## config.mk

```make
export PLATFORM = sky130hd
export DESIGN_NAME = pll_lock_sequencer
export DESIGN_NICKNAME = d
export VERILOG_FILES = /design/src/rtl/pll_lock_sequencer.sv
export SDC_FILE = /design/constraint.sdc
export NUM_CORES = 1
export LEC_CHECK = 0
export ABC_CLOCK_PERIOD_IN_PS = 3500
export CAP_MARGIN = 20
export CORE_AREA = 2 2 39 41
export CTS_BUF_LIST = sky130_fd_sc_hd__clkbuf_16
export CTS_CLUSTER_DIAMETER = 80
export DETAILED_ROUTE_END_ITERATION = 8
export DIE_AREA = 0 0 41 43
export GPL_TIMING_DRIVEN = 0
export HOLD_SLACK_MARGIN = 0.12
export PLACE_DENSITY = 0.77
export SYNTH_ARGS = -nofsm -noshare
export SYNTH_HDL_FRONTEND = slang
export SYNTH_SLANG_ARGS = --single-unit
export TNS_END_PERCENT = 5
```

## constraint.sdc

```tcl
create_clock -name Clock -period 3.5 [get_ports Clock]
set_clock_uncertainty 0.15 [all_clocks]
set_input_delay 0.7 -clock Clock [delete_from_list [all_inputs] [get_ports Clock]]
set_output_delay 0.7 -clock Clock [all_outputs]
set_load 0.05 [all_outputs]
```

## src/rtl/pll_lock_sequencer.sv

```systemverilog
// PLL lock sequencer: periodic Sample strobe to the VFO, lock/unlock tracking.
// Optional PLL_SLIP_COUNT_EN adds an 8-bit saturating SlipCount output.
module pll_lock_sequencer #(
    parameter int SAMPLE_PERIOD = 16,
    parameter int LOCK_COUNT    = 4,
    parameter int UNLOCK_COUNT  = 2
) (
    input  logic       Clock,
    input  logic       Reset,
    input  logic [1:0] AdjustFreq,
    output logic       Sample,
    output logic       Locked,
    output logic       LockLost
`ifdef PLL_SLIP_COUNT_EN
    ,
    output logic [7:0] SlipCount
`endif
);

    localparam int PW = $clog2(SAMPLE_PERIOD);
    localparam int GW = $clog2(LOCK_COUNT + 1);
    localparam int BW = $clog2(UNLOCK_COUNT + 1);

    localparam logic [PW-1:0] PLAST = PW'(SAMPLE_PERIOD - 1);
    localparam logic [GW-1:0] GLAST = GW'(LOCK_COUNT - 1);
    localparam logic [BW-1:0] BLAST = BW'(UNLOCK_COUNT - 1);

    typedef enum logic [1:0] {
        ACQUIRE  = 2'b00,
        LOCKED   = 2'b01,
        SLIPPING = 2'b10
    } state_t;

    state_t        state;
    logic [PW-1:0] period;
    logic [PW-1:0] period_next;
    logic [GW-1:0] good_cnt;
    logic [BW-1:0] bad_cnt;
    logic          good;
    logic          bad;
    logic          invalid;
    logic          drop;

    always_comb begin
        period_next = (period == PLAST) ? '0 : period + PW'(1);
        good        = (AdjustFreq == 2'b00);
        invalid     = (AdjustFreq == 2'b11);
        bad         = !good && !invalid;
        drop        = 1'b0;
        // Evaluation only happens on the edge that ends a Sample-high cycle
        if (Sample) begin
            unique case (state)
                LOCKED:   drop = invalid || (bad && UNLOCK_COUNT == 1);
                SLIPPING: drop = invalid || (bad && bad_cnt == BLAST);
                default:  drop = 1'b0;
            endcase
        end
    end

    always_ff @(posedge Clock) begin
        if (Reset) begin
            period <= '0;
            Sample <= 1'b0;
        end else begin
            period <= period_next;
            Sample <= (period_next == PLAST);
        end
    end

    always_ff @(posedge Clock) begin
        if (Reset) begin
            state    <= ACQUIRE;
            Locked   <= 1'b0;
            LockLost <= 1'b0;
            good_cnt <= '0;
            bad_cnt  <= '0;
        end else begin
            LockLost <= 1'b0;
            if (drop) begin
                state    <= ACQUIRE;
                Locked   <= 1'b0;
                LockLost <= 1'b1;
                good_cnt <= '0;
                bad_cnt  <= '0;
            end else if (Sample) begin
                unique case (state)
                    ACQUIRE: begin
                        if (!good) begin
                            good_cnt <= '0;
                        end else if (good_cnt == GLAST) begin
                            state    <= LOCKED;
                            Locked   <= 1'b1;
                            good_cnt <= '0;
                        end else begin
                            good_cnt <= good_cnt + GW'(1);
                        end
                    end
                    LOCKED: begin
                        if (bad) begin
                            state   <= SLIPPING;
                            bad_cnt <= BW'(1);
                        end
                    end
                    SLIPPING: begin
                        if (good) begin
                            state   <= LOCKED;
                            bad_cnt <= '0;
                        end else begin
                            bad_cnt <= bad_cnt + BW'(1);
                        end
                    end
                    default: begin
                        state <= ACQUIRE;
                    end
                endcase
            end
        end
    end

`ifdef PLL_SLIP_COUNT_EN
    always_ff @(posedge Clock) begin
        if (Reset) begin
            SlipCount <= 8'd0;
        end else if (drop && SlipCount != 8'hFF) begin
            SlipCount <= SlipCount + 8'd1;
        end
    end
`endif

endmodule

```

Yosys cells after proc, flatten, opt, wreduce, memory -nomap -nowiden
Index checks and enable logic that the tools add are counted.

cells by class
  $add $sub $neg = 3
  reduce and logical (&&, ||, !) cells = 13
  equal/unequal tests = 11
  mux-type cells = 14

operator list
  cell                 number
  $mux 2               6
  $eq 4x4->1 const B   2
  $ne 2x2->1 const B   4
  $mux 3               2
  $pmux 2 s3           1
  $reduce_and 5->1     1
  $add 4x1->4 const B  1
  $eq 2x1->1 const B   2
  $eq 2x2->1 const B   2
  $logic_not 2->1      2
  $mux 4               1
  $pmux 2 s2           1
  $reduce_and 4->1     1
  $add 3x1->3 const B  1
  $eq 3x2->1 const B   1
  $reduce_and 3->1     1
  $add 2x1->2 const B  1
  $logic_and 1x1->1    2
  $logic_not 1->1      2
  $mux 1               2
  $pmux 1 s2           1
  $reduce_and 2->1     1
  $reduce_bool 2->1    1
  $reduce_or 2->1      1
  $logic_or 1x1->1     1

storage, ports and cells
  output and inout port bits = 3
  input port bits = 4
  register bits = 14
  logic and storage cells = 48

Logic depth before layout (Yosys ltp)
Gate-level depths: netlist of the first run.

  word-level depth = 8
  gate-level depth with buffers = 6

Worst setup path before layout of the first run
No wires, ideal clock.

  kind = input port to flip-flop
  start point = input AdjustFreq[0]
  end point = register bad_cnt[1]
  setup slack = 1.518 ns
  required time = 3.280 ns
  arrival time = 1.762 ns
  path buffers = 0
  stages on the path = 5
  path through = inv_1 -> ha_1 -> o211ai_1 -> or4b_1 -> a21oi_1

on the way
  cells in the longest elaborated chain, start to end = 8

ends and longest elaborated chain
  what                                           line    text
  from (decl)                                    10      input logic [1:0] AdjustFreq,
  $eq 2x2->1 or $logic_not 2->1 (tied branches)  47, 46
  $logic_not 1->1, on equally long branches      -
  $logic_and 1x1->1                              48      bad = !good && !invalid;
  $logic_and 1x1->1                              54      SLIPPING: drop = invalid || (bad && bad_cnt == BLAST);
  $logic_or 1x1->1                               54
  $pmux 1 s2                                     52      unique case (state)
  $mux 1                                         51      if (Sample) begin
  $reduce_or 2->1 (no source line)               -
  to (signal assigned)                           109     bad_cnt <= bad_cnt + BW'(1);
  to (decl)                                      38      logic [BW-1:0] bad_cnt;

Several ways; a longest one is shown, not always the timed one.
A chain may end at the register's enable or synchronous reset.

Worst setup path after layout of the first run
Ends and elaborated chain as after synthesis.

==> results.ini, run 1 <==
[outcome]
status = complete, no violations

[routing]
dr.pass1.iters = 4
postRouteAntennaNets = 0
finalWirelength_um = 1289
drc = 0
top_layer = met4
wl_per_cell_um = 11.72
wl_met3_um = 31
vias_per_cell = 5.573
num_vias = 613
wl_met1_um = 559
drt_iter0_drc = 12
met2_length_um = 680

[synth]
synth_area_leaders = dfxtp_1, ha_1, a21oi_1, inv_1, nor2_1
syn-cell-area_um2 = 733.2
synth_fp_nets = 98
synth-seq-area-share = 0.3823
synth-seq-cells = 14
syn_area_per_cell_um2 = 8.729
synth_edf_count = 0
synth_top_area_share = 0.3823
syn-instance-count = 84
synth_most_common_cell = dfxtp_1
async_reset_ff_frac = 0
synth_ff_type = dfxtp_1
yosys_warnings = 0
synth_area_leader_cell = dfxtp_1
ys_top_cells_by_count = dfxtp_1, ha_1, inv_1
synth.distinct_cells = 26

[critical_path]
cp-start-kind = primary input
worst-path-buf-inv = 2
critical_path_class = in -> reg
required_ns = 3.43
cp_max_fo = 8
worst_path_max_delay_cell = o31ai_2
path_delay_family = compound AO/OA/AOI/OAI gates
slowest_delay_ns = 0.59
worstPathArrival_ns = 2.37
path_cells = clkdlybuf4s50_1 > inv_1 > ha_1 > a21oi_1 > o31ai_2 > a21oi_1
crit_top_cell = a21oi_1
end_kind = flip-flop

[finish]
n_fill_cell = 114
n_antenna_cell = 0
layout.nets = 109
drive_gt1_frac = 0.04255
area_delta_synth_final_pct = 21.67
final-instance-count-excl-fill = 110

[placement]
dp.cells = 106
routabilityCongestion = 0.7100
dp_hpwl_um = 980.7
port_buffers = 6

[global_route]
grt_pass1_vias = 542
antenna_found_initial = 0
gr-total-overflow = 0
grt_pass1_wl_um = 2166
grt_use_total = 0.1852
grt_max_degree = 9

[floorplanning]
dieArea_um2 = 1763
dieWidth_um = 41
initial_core_util = 0.5298
rows = 14
fp.coreArea_um2 = 1384
io_pins = 7
fp.dieH_um = 43

[pwr]
pwr-share-clk = 0.533
p_int_uw = 323.4
switchingPower_uw = 75.82
vdd_drop_max_mv = 0.3244
comb_power_share = 0.050
switching_share = 0.1899
power_density_nw_per_um2 = 447.5
p_leak_nw = 0.3569
p_seq_frac = 0.417

[timing]
rsz0062_at_grt = false
tns_ns = 0
min_period_over_period = 0.6957
setup_viol = 0
timing.fmax_mhz = 410.7
final.min_clock_period_ns = 2.435
worst_pin_slew_ns = 0.6308
slew_viol_final = 0
relSlewSlack = 0.5769
hold_viol_final = 0

[clock_network]
clock_path_buffers = 2
clk_latency_ns = 0.24
cts_sinks = 14
cts_resized = 0
clk_pin_slew_ns = 0.04
htree_num_levels = 1
hold_buffers = 0
cts_root_buf = clkbuf_16
tritoncts = built
cts_buffers = 3
post_cts_buffers = 0

[job]
max_cap_violations = 0

[min_path]
holdCritPathClass = reg -> reg

==> kinds of logic (layout without fill, tap and decap cells) <==
group / Yosys count / in the layout / share of synthesized area
simple gates: 27 / 27 / 0.1945
compound gates: 20 / 20 / 0.1638
flops: 14 / 14 / 0.3823
fa+ha+maj: 10 / 10 / 0.1706
buf+inv: 10 / 20 / 0.05120
xor+xnor: 2 / 2 / 0.02390
mux: 1 / 1 / 0.01365
==> flip-flops by register name, summed over array words and instances (netlist names) <==
name and flops:
LockLost 1, bad_cnt 2, state 2, period 4, Locked 1, Sample 1, good_cnt 3
==> tightest hold or removal path, stage by stage, from the launching register on <==
cell	delay, ns
dfxtp_1	0.30
o21ai_0	0.07
nor2_1	0.04
==> routing by layer <==
metal	track usage	vias to the layer above
met5	0	-
met4	0.1000	0
met1	0.2046	285
li1	-	318
met2	0.2938	8
met3	0.06283	2
==> layout make-up <==
cell class	count	area, um^2	area share
clock buffer	3	75.07	0.08415
clock inverter	1	3.754	0.004208
inverter	10	37.54	0.04208
multi-input combinational	60	415.4	0.4656
sequential	14	280.3	0.3142
tap	16	20.02	0.02244
timing repair buffer	6	60.06	0.06732
==> cells in the final DEF, fill, tap and decap left out, types with 2 or more instances in the layout <==
| cell | instances |
|---|---|
| dfxtp_1 | 14 |
| inv_1 | 10 |
| ha_1 | 10 |
| a21oi_1 | 8 |
| nor2_1 | 8 |
| clkdlybuf4s50_1 | 6 |
| nand2_1 | 5 |
| o21ai_0 | 5 |
| clkbuf_16 | 3 |
| nor2b_1 | 2 |
| xnor2_1 | 2 |
| and3_1 | 2 |
| a31oi_1 | 2 |
| or3_1 | 2 |
==> worst paths after layout <==
| path | startpoint | endpoint | slack [ns] | cells past startpoint |
|---|---|---|---|---|
| worst max-delay path | AdjustFreq[0] | bad_cnt[1]$_SDFFE_PP0P_ | 1.07 | 6 |
| worst min-delay path | good_cnt[2]$_SDFFE_PP0P_ | good_cnt[2]$_SDFFE_PP0P_ | 0.31 | 2 |
| worst max register to register | state[1]$_SDFFE_PP0P_ | bad_cnt[1]$_SDFFE_PP0P_ | 1.64 | 5 |
| worst min register to register | good_cnt[2]$_SDFFE_PP0P_ | good_cnt[2]$_SDFFE_PP0P_ | 0.31 | 2 |
==> power by group through the flow <==
| stage | clock, mW | sequential (mW) | combinational (mW) |
|---|---|---|---|
| floorplan | 0 | 0.169 | 0.0128 |
| global placement | 0 | 0.169 | 0.0195 |
| detailed placement | 0 | 0.169 | 0.0203 |
| CTS | 0.219 | 0.166 | 0.0205 |
| global route | 0.224 | 0.167 | 0.0231 |
| finish | 0.213 | 0.166 | 0.0201 |
==> through the flow <==
stage / hold slack [ns] / total power [mW] / setup slack, ns / util / instance area (um^2)
floorplan: 0.2819 / 0.1814 / 1.518 / - / 733.2
global placement: 0.2937 / 0.1886 / 0.8943 / 0.5877 / 813.3
detailed placement: 0.3037 / 0.1897 / 0.8032 / 0.5877 / 813.3
CTS: 0.3100 / 0.4060 / 1.049 / 0.6447 / 892.1
global route: 0.3369 / 0.4137 / 0.9172 / 0.6447 / 892.1
finish: 0.3108 / 0.3992 / 1.065 / 0.6447 / 892.1
(Power assumes the default switching activity.)
==> run 2: changes to the inputs <==
==> config.mk (replaced) <==
export PLATFORM = sky130hd
export DESIGN_NAME = pll_lock_sequencer
export DESIGN_NICKNAME = d
export VERILOG_FILES = /design/src/rtl/pll_lock_sequencer.sv
export SDC_FILE = /design/constraint.sdc
export NUM_CORES = 1
export LEC_CHECK = 0
export ABC_CLOCK_PERIOD_IN_PS = 2470
export CAP_MARGIN = 20
export CORE_MARGIN = 2
export CORE_UTILIZATION = 53
export CTS_BUF_LIST = sky130_fd_sc_hd__clkbuf_16
export CTS_CLUSTER_DIAMETER = 80
export DETAILED_ROUTE_END_ITERATION = 8
export GPL_TIMING_DRIVEN = 0
export HOLD_SLACK_MARGIN = 0.12
export PLACE_DENSITY = 0.75
export SYNTH_ARGS = -nofsm -noshare
export SYNTH_HDL_FRONTEND = slang
export SYNTH_SLANG_ARGS = --single-unit
export TNS_END_PERCENT = 5
==> constraint.sdc (replaced) <==
create_clock -name Clock -period 2.47 [get_ports Clock]
set_clock_uncertainty 0.15 [all_clocks]
set_input_delay 0.494 -clock Clock [delete_from_list [all_inputs] [get_ports Clock]]
set_output_delay 0.494 -clock Clock [all_outputs]
set_load 0.05 [all_outputs]
==> run 2 against run 1 <==
  * Setup slack worse by 0.82 ns
  * Core utilization increased by 4.0 points
  * Cell count fell by 0.91%
  * Critical path type unchanged
  * Largest cell class unchanged
==> results.ini, run 2 (synthesis results as in run 1) <==
[routing]
finalWirelength_um = 1335
num_vias = 616
vias_per_cell = 5.651
wl_per_cell_um = 12.25
postRouteAntennaNets = 0
drt_iter0_drc = 16
drc = 0
dr.pass1.iters = 4

[clock_network]
tritoncts = built
clock_path_buffers = 2
hold_buffers = 0
clk_pin_slew_ns = 0.05
htree_num_levels = 1
clk_latency_ns = 0.24
cts_root_buf = clkbuf_16
cts_buffers = 3
cts_sinks = 14
post_cts_buffers = 0
cts_resized = 0

[outcome]
status = complete, no violations

[finish]
layout.nets = 109
regMostFlops = period
multi_input_area_um2 = 415.4
largest_reg_flops = 4
largestRegisters = period x4, good_cnt x3
seq_area_um2 = 280.3
n_fill_cell = 115
final_cell_mix = dfxtp_1, inv_1, ha_1, a21oi_1, nor2_1
area_delta_synth_final_pct = 21.50
n_antenna_cell = 0
fin_area_um2 = 890.9
layout_commonest_cell = dfxtp_1
drive_gt1_frac = 0.04255
final-instance-count-excl-fill = 109

[timing]
final.min_clock_period_ns = 2.225
tns_ns = 0
slew_viol_final = 0
timing.fmax_mhz = 449.4
setup_viol = 0
worst_pin_slew_ns = 0.6562
min_period_over_period = 0.9009
rsz0062_at_grt = false
relSlewSlack = 0.5599
hold_viol_final = 0

[floorplanning]
initial_core_util = 0.5635
fp.dieH_um = 41.20
rows = 13
fp.coreArea_um2 = 1301
dieWidth_um = 41.20
io_pins = 7
dieArea_um2 = 1697

[global_route]
antenna_found_initial = 0
gr-total-overflow = 0
grt_pass1_vias = 547
grt_use_total = 0.2103
grt_max_degree = 9
grt_pass1_wl_um = 2270

[min_path]
holdCritPathClass = reg -> reg

[placement]
routabilityCongestion = 0.7048
dp_hpwl_um = 928.1
placed_cell_area_um2 = 812.0
port_buffers = 6
dp.cells = 105

[critical_path]
worst_path_max_delay_cell = o31ai_2
critical_path_class = in -> reg
required_ns = 2.42
path_cells = clkdlybuf4s50_1 > inv_1 > ha_1 > a21oi_1 > o31ai_2 > nor2_1
slowest_delay_ns = 0.62
end_kind = flip-flop
cp-start-kind = primary input
worstPathArrival_ns = 2.18
cp_max_fo = 8

[pwr]
p_leak_nw = 0.3569
power_density_nw_per_um2 = 638.3
vdd_drop_max_mv = 0.3761

[job]
max_cap_violations = 0

run 2: cell counts in the layout (fill, tap and decap cells not counted):
No cell type changed its count.
run 2: final timing paths:
kind / slack [ns] / start / cells after the start / end
setup / recovery: 0.24 / AdjustFreq[0] / 6 / Locked$_SDFFE_PP0P_
hold / removal: 0.30 / bad_cnt[1]$_SDFFE_PP0P_ / 2 / bad_cnt[1]$_SDFFE_PP0P_
setup reg to reg: 0.61 / state[0]$_SDFFE_PP0P_ / 5 / Locked$_SDFFE_PP0P_
hold reg to reg: 0.30 / bad_cnt[1]$_SDFFE_PP0P_ / 2 / bad_cnt[1]$_SDFFE_PP0P_
run 2: layout make-up:
| class | instances | area share |
|---|---|---|
| multi-input combinational | 60 | 0.4663 |
| sequential | 14 | 0.3146 |
| clock buffer | 3 | 0.08427 |
| timing repair buffer | 6 | 0.06742 |
| inverter | 10 | 0.04213 |
| tap | 15 | 0.02107 |
| clock inverter | 1 | 0.004213 |
run 2: power breakdown:
group	switching, mW	internal, mW
combinational	0.0151	0.0138
clock	0.0898	0.214
sequential	0.00521	0.231
total	0.110	0.458
run 2: per-layer routing:
layer	GRT usage	vias to the layer above	wire, um
li1	-	312	-
met1	0.2712	288	645
met2	0.3281	12	599
met3	0.06522	4	69
met4	0.07258	0	21
met5	0	-	0
run 2: worst max-delay path, delay by kind of cell:
kind	cells	cell delay (ns)
compound gates	2	0.74
fa+ha+maj	1	0.31
buf+inv	2	0.53
simple gates	1	0.10
run 2: through the flow:
stage / setup WS (ns) / hold slack (ns) / util / total power [mW]
finish: 0.2448 / 0.3038 / 0.6846 / 0.5687
global placement: 0.03615 / 0.2957 / 0.6240 / 0.2678
global route: 0.07794 / 0.3367 / 0.6846 / 0.5919
CTS: 0.2472 / 0.3074 / 0.6846 / 0.5719
floorplan: 0.6936 / 0.2819 / - / 0.2570
detailed placement: 0.008009 / 0.3025 / 0.6240 / 0.2688
==> run 3: changes to the inputs <==
--- a/config.mk
+++ b/config.mk
@@ -5,14 +5,12 @@
 export SDC_FILE = /design/constraint.sdc
 export NUM_CORES = 1
 export LEC_CHECK = 0
-export ABC_CLOCK_PERIOD_IN_PS = 2470
 export CAP_MARGIN = 20
 export CORE_MARGIN = 2
 export CORE_UTILIZATION = 53
 export CTS_BUF_LIST = sky130_fd_sc_hd__clkbuf_16
 export CTS_CLUSTER_DIAMETER = 80
 export DETAILED_ROUTE_END_ITERATION = 8
-export GPL_TIMING_DRIVEN = 0
 export HOLD_SLACK_MARGIN = 0.12
 export PLACE_DENSITY = 0.75
 export SYNTH_ARGS = -nofsm -noshare
==> run 3 against run 2 <==
  * Sequential power about the same
  * Core utilization up 1.2 points
  * Power up 0.34%
  * Register-to-register slack better by 0.08 ns
  * Cell area up 1.7%
  * Count of clock-buffer cells in the layout unchanged
  * Combinational power up 7.6%
  * Hold slack better by 0.0033 ns
  * Flip-flop and latch count unchanged
  * Largest cell class unchanged
  * Largest power group unchanged
==> results.ini, run 3 (synthesis results as in run 1) <==
[outcome]
status = complete, no violations

[pwr]
pwr-share-clk = 0.532
power_density_nw_per_um2 = 629.9
comb_power_share = 0.055
switchingPower_uw = 110.3
p_int_uw = 460.4
p_leak_nw = 0.3665
vdd_drop_max_mv = 0.4749
p_seq_frac = 0.414
switching_share = 0.1932

[floorplanning]
fp.dieH_um = 41.20
initial_core_util = 0.5635
rows = 13
dieWidth_um = 41.20
io_pins = 7
fp.coreArea_um2 = 1301
dieArea_um2 = 1697

[finish]
final_util = 0.6962
final_cell_mix = dfxtp_1, inv_1, ha_1, a21oi_1, nor2_1
drive_gt1_frac = 0.06250
n_fill_cell = 99
area_delta_synth_final_pct = 23.55
seq_area_um2 = 280.3
final-instance-count-excl-fill = 111
n_antenna_cell = 0
largestRegisters = period x4, good_cnt x3
largest_reg_flops = 4
layout_commonest_cell = dfxtp_1
layout.nets = 111
multi_input_area_um2 = 415.4
regMostFlops = period

[clock_network]
tritoncts = built
cts_root_buf = clkbuf_16
cts_resized = 0
post_cts_buffers = 0
clk_latency_ns = 0.24
htree_num_levels = 1
hold_buffers = 0
cts_sinks = 14
clk_pin_slew_ns = 0.05
clock_path_buffers = 2
cts_buffers = 3

[critical_path]
worst_path_max_delay_cell = clkdlybuf4s50_1
slowest_delay_ns = 0.85
required_ns = 1.83
cp-start-kind = flip-flop
r2r_setup_slack_ns = 0.69
path_cells = clkdlybuf4s50_1
r2r-start = state[0]$_SDFFE_PP0P_
worst_r2r_path_depth = 5
reg2reg_to = bad_cnt[1]$_SDFFE_PP0P_
end_kind = output pin
worst-path-buf-inv = 1
cp_max_fo = 7
worstPathArrival_ns = 1.53
path_delay_family = buffers and inverters
critical_path_class = reg -> out

[global_route]
grt_pass1_vias = 548
antenna_found_initial = 0
gr-total-overflow = 0
grt_use_total = 0.2054
grt_max_degree = 9
grt_pass1_wl_um = 2249

[timing]
min_period_over_period = 0.8789
relSlewSlack = 0.6711
setup_viol = 0
slew_viol_final = 0
tns_ns = 0
hold_viol_final = 0
final.min_clock_period_ns = 2.171
setup_ws_ns = 0.2992
worst_pin_slew_ns = 0.4918
rsz0062_at_grt = false
timing.fmax_mhz = 460.7

[placement]
routabilityCongestion = 0.7374
port_buffers = 6
pre_cts_ws_ns = 0.1328
dp.cells = 107
dp_hpwl_um = 1041

[min_path]
min_path_cells = 2
min_from = bad_cnt[1]$_SDFFE_PP0P_
holdPathEnd = bad_cnt[1]$_SDFFE_PP0P_
holdCritPathClass = reg -> reg

[routing]
finalWirelength_um = 1362
dr.pass1.iters = 4
wl_per_cell_um = 12.27
vias_per_cell = 5.613
num_vias = 623
drc = 0
postRouteAntennaNets = 0
drt_iter0_drc = 6

[job]
max_cap_violations = 0

run 3: cell types whose count changed in the layout (fill, tap and decap cells not counted):
cell,change
buf_4,+2
run 3: layout make-up:
cell class	count	area share
clock buffer	3	0.08287
sequential	14	0.3094
clock inverter	1	0.004144
timing repair buffer	8	0.08287
tap	15	0.02072
multi-input combinational	60	0.4586
inverter	10	0.04144
run 3: worst max path at each step:
stage / start / to / slack [ns] / depth (start not counted)
floorplan: AdjustFreq[0] / bad_cnt[1]$_SDFFE_PP0P_ / 0.69 / 5
global placement: AdjustFreq[0] / bad_cnt[1]$_SDFFE_PP0P_ / 0.15 / 6
detailed placement: AdjustFreq[0] / bad_cnt[1]$_SDFFE_PP0P_ / 0.13 / 6
global route: AdjustFreq[0] / state[0]$_SDFFE_PP0P_ / 0.25 / 7
finish: Sample$_SDFF_PP0_ / Sample / 0.30 / 1
CTS: Sample$_SDFF_PP0_ / Sample / 0.30 / 1
run 3: power groups by stage:
stage / sequential (mW) / clock [mW] / combinational, mW
2_1_floorplan: 0.239 / 0 / 0.0181
3_3_place_gp: 0.240 / 0 / 0.0303
3_5_place_dp: 0.240 / 0 / 0.0308
4_1_cts: 0.236 / 0.307 / 0.0313
5_1_grt: 0.236 / 0.319 / 0.0365
6_report: 0.236 / 0.303 / 0.0312
run 3: metrics by stage:
step	hold WS [ns]	power [mW]	cell area [um^2]
floorplan	0.2819	0.2570	733.2
global placement	0.2876	0.2700	827.0
detailed placement	0.3074	0.2707	827.0
CTS	0.3133	0.5745	905.9
global route	0.3371	0.5917	905.9
finish	0.3071	0.5706	905.9
run 3: routing by layer:
layer / global-route usage / vias up / routed length [um]
met5: 0 / - / 0
met4: 0.1210 / 0 / 25
met3: 0.04891 / 4 / 37
met2: 0.3164 / 12 / 601
met1: 0.2565 / 288 / 697
li1: - / 319 / -
